--- config.mk ---
export PLATFORM = sky130hd
export DESIGN_NAME = microsequencer_module
export DESIGN_NICKNAME = d
export VERILOG_FILES = /design/src/rtl/microsequencer_module_pkg.sv /design/src/rtl/microsequencer_module_rom.sv /design/src/rtl/microsequencer_module.sv
export SDC_FILE = /design/constraint.sdc
export NUM_CORES = 1
export LEC_CHECK = 0
export ABC_CLOCK_PERIOD_IN_PS = 3300
export CAP_MARGIN = 10
export CORE_MARGIN = 5
export CORE_UTILIZATION = 40
export CTS_CLUSTER_DIAMETER = 80
export CTS_CLUSTER_SIZE = 25
export DETAILED_ROUTE_END_ITERATION = 16
export HOLD_SLACK_MARGIN = 0.06
export PLACE_DENSITY = 0.9
export SLEW_MARGIN = 20
export SYNTH_ARGS = -nofsm -noshare
export SYNTH_HDL_FRONTEND = slang
export SYNTH_HIERARCHICAL = 1
export SYNTH_SLANG_ARGS = --single-unit
--- constraint.sdc ---
create_clock -name clk -period 3.3 [get_ports clk]
set_input_delay 0.99 -clock clk [delete_from_list [all_inputs] [get_ports clk]]
set_output_delay 0.99 -clock clk [all_outputs]
set_load 0.005 [all_outputs]
--- src/rtl/microsequencer_module_pkg.sv ---
// Shared definitions for the ASAP microsequencer: control-word bit map,
// opcode values and sequencer state encoding.
package microsequencer_module_pkg;

  localparam int CONTROL_SIGNALS = 15;

  // Control-word bit indices
  localparam int HLT = 14;
  localparam int MAI = 13;
  localparam int MI  = 12;
  localparam int MO  = 11;
  localparam int II  = 10;
  localparam int AI  = 9;
  localparam int AO  = 8;
  localparam int BI  = 7;
  localparam int BO  = 6;
  localparam int ALO = 5;
  localparam int ALS = 4;
  localparam int OUI = 3;
  localparam int PCS = 2;
  localparam int PCO = 1;
  localparam int PCI = 0;

  // Opcodes (low four opcode bits; any higher opcode bits must be zero)
  localparam logic [3:0] OP_NOP = 4'h0;
  localparam logic [3:0] OP_LDA = 4'h1;
  localparam logic [3:0] OP_ADD = 4'h2;
  localparam logic [3:0] OP_SUB = 4'h3;
  localparam logic [3:0] OP_STA = 4'h4;
  localparam logic [3:0] OP_LDI = 4'h5;
  localparam logic [3:0] OP_JMP = 4'h6;
  localparam logic [3:0] OP_JC  = 4'h7;
  localparam logic [3:0] OP_JZ  = 4'h8;
  localparam logic [3:0] OP_OUT = 4'hE;
  localparam logic [3:0] OP_HLT = 4'hF;

  typedef enum logic {
    ST_RUN  = 1'b0,
    ST_HALT = 1'b1
  } seq_state_t;

endpackage

--- src/rtl/microsequencer_module_rom.sv ---
// Combinational microcode ROM: (opcode, step, flags) -> control word and
// a flag marking the final step of the instruction.
module microsequencer_module_rom
  import microsequencer_module_pkg::*;
#(
  parameter int OPCODE_BITS = 4,
  parameter int STEP_BITS   = 3
) (
  input  logic [OPCODE_BITS-1:0]     opcode,
  input  logic [STEP_BITS-1:0]       t_state,
  input  logic                       zf,
  input  logic                       cf,
  output logic [CONTROL_SIGNALS-1:0] ctrl,
  output logic                       last_step
);

  logic [3:0]  op;
  int unsigned step;

  // Opcodes with any bit above the low four set fall back to NOP
  always_comb begin
    op   = ((opcode >> 4) == '0) ? 4'(opcode) : OP_NOP;
    step = 32'(t_state);
  end

  // Microcode table; flags only participate in the T3 jump decision
  always_comb begin
    ctrl      = '0;
    last_step = 1'b0;
    case (step)
      0: begin
        ctrl[PCO] = 1'b1;
        ctrl[MAI] = 1'b1;
      end
      1: begin
        ctrl[MO]  = 1'b1;
        ctrl[II]  = 1'b1;
        ctrl[PCS] = 1'b1;
        case (op)
          OP_LDA, OP_ADD, OP_SUB, OP_STA, OP_LDI,
          OP_JMP, OP_JC, OP_JZ, OP_OUT, OP_HLT: last_step = 1'b0;
          default:                              last_step = 1'b1;
        endcase
      end
      default: begin
        case (op)
          OP_LDA, OP_ADD, OP_SUB, OP_STA: begin
            case (step)
              2: begin
                ctrl[PCO] = 1'b1;
                ctrl[MAI] = 1'b1;
              end
              3: begin
                ctrl[MO]  = 1'b1;
                ctrl[MAI] = 1'b1;
                ctrl[PCS] = 1'b1;
              end
              4: begin
                if (op == OP_LDA) begin
                  ctrl[MO]  = 1'b1;
                  ctrl[AI]  = 1'b1;
                  last_step = 1'b1;
                end else if (op == OP_STA) begin
                  ctrl[AO]  = 1'b1;
                  ctrl[MI]  = 1'b1;
                  last_step = 1'b1;
                end else begin
                  ctrl[MO] = 1'b1;
                  ctrl[BI] = 1'b1;
                end
              end
              5: begin
                if (op == OP_ADD || op == OP_SUB) begin
                  ctrl[ALO] = 1'b1;
                  ctrl[AI]  = 1'b1;
                  ctrl[ALS] = (op == OP_SUB);
                  last_step = 1'b1;
                end
              end
              default: ;
            endcase
          end
          OP_LDI: begin
            if (step == 2) begin
              ctrl[PCO] = 1'b1;
              ctrl[MAI] = 1'b1;
            end else if (step == 3) begin
              ctrl[MO]  = 1'b1;
              ctrl[AI]  = 1'b1;
              ctrl[PCS] = 1'b1;
              last_step = 1'b1;
            end
          end
          OP_JMP, OP_JC, OP_JZ: begin
            if (step == 2) begin
              ctrl[PCO] = 1'b1;
              ctrl[MAI] = 1'b1;
            end else if (step == 3) begin
              if (op == OP_JMP || (op == OP_JC && cf) || (op == OP_JZ && zf)) begin
                ctrl[MO]  = 1'b1;
                ctrl[PCI] = 1'b1;
              end else begin
                ctrl[PCS] = 1'b1;
              end
              last_step = 1'b1;
            end
          end
          OP_OUT: begin
            if (step == 2) begin
              ctrl[AO]  = 1'b1;
              ctrl[OUI] = 1'b1;
              last_step = 1'b1;
            end
          end
          OP_HLT: begin
            if (step == 2) begin
              ctrl[HLT] = 1'b1;
              last_step = 1'b1;
            end
          end
          default: ;
        endcase
      end
    endcase
  end

endmodule

--- src/rtl/microsequencer_module.sv ---
// ASAP T-state microsequencer: variable-length microprograms, single-step
// support and a latched halt state left only through reset.
module microsequencer_module
  import microsequencer_module_pkg::*;
#(
  parameter int DATA_WIDTH  = 8,
  parameter int OPCODE_BITS = 4,
  parameter int STEP_BITS   = 3
) (
  input  logic                       clk,
  input  logic                       rst,
  input  logic                       run,
  input  logic                       step_req,
  input  logic                       zf,
  input  logic                       cf,
  input  logic [DATA_WIDTH-1:0]      ireg,
  output logic [CONTROL_SIGNALS-1:0] ctrl,
  output logic [STEP_BITS-1:0]       t_state,
  output logic                       instr_done,
  output logic                       halted
);

  seq_state_t                 state;
  logic                       adv;
  logic [OPCODE_BITS-1:0]     opcode;
  logic [CONTROL_SIGNALS-1:0] rom_ctrl;
  logic                       rom_last;
  logic                       unused_operand;

  assign opcode         = ireg[DATA_WIDTH-1 -: OPCODE_BITS];
  assign unused_operand = ^ireg[DATA_WIDTH-OPCODE_BITS-1:0];
  assign adv            = run | step_req;

  microsequencer_module_rom #(
    .OPCODE_BITS (OPCODE_BITS),
    .STEP_BITS   (STEP_BITS)
  ) u_rom (
    .opcode    (opcode),
    .t_state   (t_state),
    .zf        (zf),
    .cf        (cf),
    .ctrl      (rom_ctrl),
    .last_step (rom_last)
  );

  // Step counter and run/halt state; halt is taken on the final HLT step
  always_ff @(posedge clk or posedge rst) begin
    if (rst) begin
      state   <= ST_RUN;
      t_state <= '0;
    end else begin
      case (state)
        ST_RUN: begin
          if (adv) begin
            if (rom_last) begin
              t_state <= '0;
              if (rom_ctrl[HLT]) state <= ST_HALT;
            end else if (t_state == '1) begin
              t_state <= '0;
            end else begin
              t_state <= t_state + 1'b1;
            end
          end
        end
        ST_HALT: t_state <= '0;
        default: begin
          state   <= ST_RUN;
          t_state <= '0;
        end
      endcase
    end
  end

  // Control word is combinational from registered state so that flags and
  // step_req act within the same cycle; reset forces it idle immediately
  always_comb begin
    ctrl       = '0;
    instr_done = 1'b0;
    if (!rst) begin
      case (state)
        ST_RUN: begin
          if (adv) begin
            ctrl       = rom_ctrl;
            instr_done = rom_last;
          end
        end
        ST_HALT: ctrl[HLT] = 1'b1;
        default: ;
      endcase
    end
  end

  // Halt indicator mirrors the state register
  always_comb halted = (state == ST_HALT);

endmodule

Word-level counts from Yosys, hierarchy flattened
Memory sizes are Yosys's and may differ from the RTL's.
Index checks and enable logic that the tools add are counted.
{"block": "totals", "rom_bits": 16, "reg_bits": 4, "wordCells": 98, "output_inout_bits": 20, "inputBits": 14, "mem_count": 1}
{"name": "(name not given)", "words": 16, "width": 1, "read_ports": 1, "rd_clocked_by_memory_dff": 0, "wr": 0, "line_no": "microsequencer_module_rom.sv:39", "source": "case (op)"}
{"block": "op_classes", "reduce_logical": 12, "n_mux": 63, "eq_ne": 17, "bitwise": 2, "n_addsub": 1}
{"operator": "$mux 1", "count": 34}
{"operator": "$logic_not 32->1", "count": 1}
{"operator": "$mux 15", "count": 2}
{"operator": "$pmux 1 s2", "count": 12}
{"operator": "$eq 4x3->1 const B", "count": 4}
{"operator": "$mux 3", "count": 5}
{"operator": "$mux 14", "count": 1}
{"operator": "$eq 4x4->1 const B", "count": 3}
{"operator": "$mux 2", "count": 5}
{"operator": "$eq 3x3->1 const B", "count": 3}
{"operator": "$eq 4x2->1 const B", "count": 2}
{"operator": "$reduce_or 4->1", "count": 2}
{"operator": "$eq 3x2->1 const B", "count": 2}
{"operator": "$pmux 1 s3", "count": 2}
{"operator": "$pmux 2 s3", "count": 1}
{"operator": "$pmux 3 s2", "count": 1}
{"operator": "$reduce_or 2->1", "count": 3}
{"operator": "$eq 4x1->1 const B", "count": 1}
{"operator": "$add 3x1->3 const B", "count": 1}
{"operator": "$eq 3x1->1 const B", "count": 1}
{"operator": "$logic_or 1x1->1", "count": 3}
{"operator": "$reduce_or 3->1", "count": 1}
{"operator": "$logic_and 1x1->1", "count": 2}
{"operator": "$ne 2x2->1 const B", "count": 1}
{"operator": "other kinds (2)", "count": 2}

Depth between registers and ports, before layout
{"block": "logic_depth", "depth_word": 12, "depth_mapped": 8, "depth_no_buf": 6}

Cells and area by module
The synthesis kept the hierarchy.
{"mod": "microsequencer_module_rom", "cells_per_inst": 62, "instances": 1, "area_per_inst_um2": 395.4}
{"mod": "microsequencer_module", "cells_per_inst": 38, "instances": 1, "area_per_inst_um2": 315.3}

Least setup slack after synthesis
OpenSTA, ideal clock, no wires.
{"block": "synth_timing", "kind": "input-to-output", "from": "in ireg[7]", "to": "out instr_done", "required_ns": 2.310, "arrival_ns": 2.031, "path_buffers": 1, "path_stages": 6, "slack_ns": 0.279, "path_cell_list": "buf_2 > nor4b_2 > and3_1 > a31o_1 > a211o_1 > and2_2"}
{"block": "synth_via", "elab_chain_len": 9, "elab_cells_between_ends": 24}
{"item": "start: declaration", "line_no": "microsequencer_module.sv:16", "source": "input logic [DATA_WIDTH-1:0] ireg,"}
{"item": "$eq 4x3->1 or $eq 4x2->1 (tied branches)", "line_no": "microsequencer_module_rom.sv:46, microsequencer_module_rom.sv:63, microsequencer_module_rom.sv:73"}
{"item": "$mux 1 or $logic_or 1x1->1 (tied branches)", "line_no": "microsequencer_module_rom.sv:63, microsequencer_module_rom.sv:73"}
{"item": "$mux 1, on equally long branches", "line_no": "microsequencer_module_rom.sv:59, microsequencer_module_rom.sv:73"}
{"item": "$pmux 1 s2", "line_no": "microsequencer_module_rom.sv:48", "source": "case (step)"}
{"item": "$pmux 1 s3", "line_no": "microsequencer_module_rom.sv:46", "source": "case (op)"}
{"item": "$pmux 1 s2 *", "line_no": "microsequencer_module_rom.sv:30", "source": "case (step)"}
{"item": "via rom_last", "line_no": "microsequencer_module.sv:27", "source": "logic rom_last;"}
{"item": "$mux 1 *", "line_no": "microsequencer_module.sv:82", "source": "if (adv) begin"}
{"item": "$mux 1 *", "line_no": "microsequencer_module.sv:80", "source": "case (state)"}
{"item": "$mux 1 *", "line_no": "microsequencer_module.sv:79", "source": "if (!rst) begin"}
{"item": "end: declaration", "line_no": "microsequencer_module.sv:19", "source": "output logic instr_done,"}
The timed path passes the listed nets; every way through them passes the cells marked *.

Worst setup path after layout
{"block": "layout_timing", "from": "in ireg[5]", "to": "out ctrl[11]"}
{"block": "layout_via", "elab_chain_len": 12, "elab_cells_between_ends": 25}
{"item": "$eq 4x3->1", "line_no": "microsequencer_module_rom.sv:46, microsequencer_module_rom.sv:99"}
{"item": "$logic_and 1x1->1", "line_no": "microsequencer_module_rom.sv:99", "source": "if (op == OP_JMP || (op == OP_JC && cf) || (op == OP_JZ && zf)) begin"}
{"item": "$logic_or 1x1->1 (2 in series)", "line_no": "microsequencer_module_rom.sv:99"}
{"item": "$mux 1", "line_no": "microsequencer_module_rom.sv:99"}
{"item": "$mux 1", "line_no": "microsequencer_module_rom.sv:98", "source": "end else if (step == 3) begin"}
{"item": "$mux 1", "line_no": "microsequencer_module_rom.sv:95", "source": "if (step == 2) begin"}
{"item": "$pmux 1 s3 *", "line_no": "microsequencer_module_rom.sv:46"}
{"item": "$pmux 1 s2 *", "line_no": "microsequencer_module_rom.sv:30"}
{"item": "via rom_ctrl[11]", "line_no": "microsequencer_module.sv:26", "source": "logic [CONTROL_SIGNALS-1:0] rom_ctrl;"}
{"item": "$mux 15 *", "line_no": "microsequencer_module.sv:82"}
{"item": "$mux 14 *", "line_no": "microsequencer_module.sv:80"}
{"item": "$mux 15 *", "line_no": "microsequencer_module.sv:79"}
{"item": "end: declaration", "line_no": "microsequencer_module.sv:17", "source": "output logic [CONTROL_SIGNALS-1:0] ctrl,"}
Marked as above.

==> reports/metrics.csv <==
stage;metric;value;unit
run_status;status;complete, but fails checks;
run_status;violations;negative setup slack;
floorplan;core;0.00171;mm^2
cts;cts_tree;done;
timing;finClkSkew;3.26;ps
cts;cts_buffer_depth;2;
global_route;antenna_found_initial;0;
placed_design;placed_area;0.00109;mm^2
timing;timing.final.ws_setup;-18.5;ps
pwr;p_comb_share;67.3;%
pwr;switching_power;0.000233;W
route;dr.pass1.iters;4;
synthesis;netlist_instances;100;
pwr;p_clk_share;10.3;%
flow_run;maxCapViolations;0;
synthesis;synth_area;711;um^2
timing;rsz0062_at_grt;true;
global_route;grt_usage;20.0;%
floorplan;die_w;52.2;um
pwr;finalPower;0.000551;W
route;antenna_left;0;
final_layout;seqCellArea;100;um^2
pwr;p_seq_share;22.4;%
timing;fin_crit_sh;101;%
global_route;busiest_layer;met2;
synthesis;synth.area.top_cells;and2_1, dfrtp_1, a21oi_1;
route;viasPerCell;5.38;
cts;clk_pin_slew;40;ps
synthesis;syn_avg_cell_area;7.11;um^2
synthesis;synth_top_area_share;14.1;%
pwr;leakage;0.679;nW
timing;slew_viol_final;0;
final_layout;multi_input_area;599;um^2
global_route;grt_start_max_net_pins;13;
setup_path;cp_slowest_stage_delay;260;ps
cts;htreeDepth;1;
synthesis;synth_area_leader_cell;and2_1;
final_layout;area_delta_synth_final;77.8;%
synthesis;ys_ff_latch;4;
route;wire_per_inst;14.1;um
placed_design;gp_congestion;0.892;
floorplan;io_pins;34;
setup_path;critPathTopFamily;buffers and inverters;
cts;cts.sinks;4;
synthesis;synth_cell_types;41;
synthesis;synth_nets;116;
cts;cts_hold_buf;0;
setup_path;cp_max_fo;5;
global_route;grt_util_met3;3.44;%
synthesis;synth-seq-area-share;14.1;%
setup_path;arrival;2330;ps
setup_path;crit_path_cell_trace;buf_4 > buf_4 > nor2b_1 > a32oi_2 > nor3_2 > buf_4 > a211o_1 > and2_1 > buf_2;
global_route;overflow;0;
pwr;power_density;436;mW/mm^2
placed_design;io_buffers;28;
timing;min_period;3320;ps
route;drt_iter0_drc;28;
final_layout;nets;169;
global_route;grtUsageMet1;19.6;%
placed_design;hpwl;1640;um
final_layout;antenna_cells;0;
floorplan;fp.dieArea;0.00272;mm^2
pwr;ir_worst_vdd;0.368;mV
timing;hold_violations;0;
setup_path;crit_type;input port to output pin;
final_layout;nFillCells;127;
cts;cts-buffers-inserted;3;
floorplan;rows;15;
route;route.vias.total;946;
global_route;first_global_vias;982;
setup_path;critPathLaunchType;input port;
hold_path;min_path_type;flip-flop to flip-flop;
setup_path;cp-end-kind;output pin;
timing;setup_viol_count_final;2;
pwr;p_sw_share;42.4;%
setup_path;crit_buf_inv;4;
final_layout;layout-drive-gt1-share;37.1;%
setup_path;crit_slowest_cell;a211o_1;
floorplan;initial_core_util;41.6;%
pwr;internal-power;0.000318;W
global_route;grt_pass1_wl;4150;um
setup_path;crit_required;2310;ps
final_layout;design_area;0.00126;mm^2
cts;insertion_delay;230;ps
global_route;use_met2;40.6;%
route;drc_errors;0;
timing;timing.fmax;301;MHz
cts;clock-root-buffer;clkbuf_4;
synthesis;ys_warn_count;6;
route;routed_wl;2490;um
floorplan;die_height;52.2;um
setup_path;cp_common_cell;buf_4;
[flip-flops by register name, summed over array words and instances, names as in the netlist]
name and cells:
t_state 3, halted 1
[per-stage QoR]
| step | hold slack [ps] | std cells | setup TNS [ps] | worst slack (ps) | util [%] |
|---|---|---|---|---|---|
| final | 596 | 176 | -23.0 | -18.5 | 74.0 |
| after CTS | 592 | 172 | -466 | -223 | 70.8 |
| after global routing | 653 | 176 | -202 | -69.7 | 74.0 |
| after detailed placement | 554 | 160 | -9070 | -784 | 63.8 |
| after global placement | 554 | 160 | -8380 | -721 | 63.8 |
| after floorplan | 527 | 100 | 0 | 279 | - |
[per-layer routing]
| layer | vias up | share of wire [%] |
|---|---|---|
| met5 | - | 0 |
| li1 | 458 | - |
| met4 | 0 | 0.48 |
| met1 | 441 | 36 |
| met3 | 2 | 7.3 |
| met2 | 45 | 56 |
[Yosys cell counts (all sizes together)]
cell type / n
and2: 17
nor2: 9
a21oi: 8
buf: 7
nand2: 6
inv: 5
dfrtp: 4
nand2b: 4
nor3: 4
o21ai: 4
a211o: 2
a31o: 2
ha: 2
nand3b: 2
nor2b: 2
nor4b: 2
o211ai: 2
o22ai: 2
or2: 2
or4: 2
a2111oi: 1
a211oi: 1
a22oi: 1
a311oi: 1
a31oi: 1
a32oi: 1
and3: 1
clkbuf: 1
conb: 1
nand4: 1
o41ai: 1
xor2: 1
[worst register-to-register path: stages, from the launching register on]
cell      delay [ps]
dfrtp_1          500
nand2b_2         260
o22ai_1          130
a31o_1           230
a211o_1          250
buf_4            150
or4_1            520
a21oi_1          170
[worst paths after layout]
check	from	end	slack, ps	cells past startpoint
setup / recovery	ireg[5]	ctrl[11]	-20	9
hold / removal	halted	t_state[2]	600	1
setup reg to reg	t_state[2]	t_state[0]	1000	7
hold reg to reg	halted	t_state[2]	600	1
max in group asynchronous	rst	t_state[0]	2280	3
min in group asynchronous	rst	t_state[1]	870	3
[placed cells by master (no fill, tap or decap), drive strengths merged, types with 2 or more instances in the layout]
cell type       n
clkbuf          5
buf            33
o22ai           2
dfrtp           4
clkdlybuf4s50   4
or4             2
a211o           2
ha              2
nand3b          2
nor3            4
inv             5
nand2b          4
or2             2
o211ai          2
a31o            2
o21ai           4
nor2b           2
dlygate4sd2    12
nor2            9
nand2           6
dlymetal6s2s    4
nor4b           2
and2           17
a21oi           8
[kinds of logic (layout without fill, tap and decap cells)]
group                      Yosys count  count (layout)  synth area share (%)
adders and majority gates            2               2                  3.52
AOI/OAI and AO/OA                   27              27                  25.2
and+or+nand+nor                     52              52                  46.5
xor gates and xnor gates             1               1                  1.23
other                                1               1                 0.528
buffers and inverters               13              64                  8.98
DFF                                  4               4                  14.1
[power groups by stage]
stage / clock [W] / sequential (W) / combinational [W]
detailed placement: 0 / 0.000120 / 0.000341
global placement: 0 / 0.000119 / 0.000331
finish: 0.0000568 / 0.000123 / 0.000371
floorplan: 0 / 0.000107 / 0.000201
global route: 0.0000649 / 0.000129 / 0.000412
CTS: 0.0000585 / 0.000121 / 0.000355
[timing repair]
| action | in CTS | in global routing |
|---|---|---|
| endpoints found under the setup margin | 15 | 11 |
| gates resized for setup | 54 | 15 |
| setup buffers | 9 | 4 |
| pin swaps | 12 | 12 |
[layout make-up]
| cell class | count | share of cell area [%] |
|---|---|---|
| clock buffer | 3 | 1.78 |
| inverter | 5 | 1.49 |
| multi-input combinational | 83 | 47.4 |
| sequential | 4 | 7.92 |
| tap | 25 | 2.48 |
| timing repair buffer | 56 | 38.9 |
(Power assumes the default switching activity.)
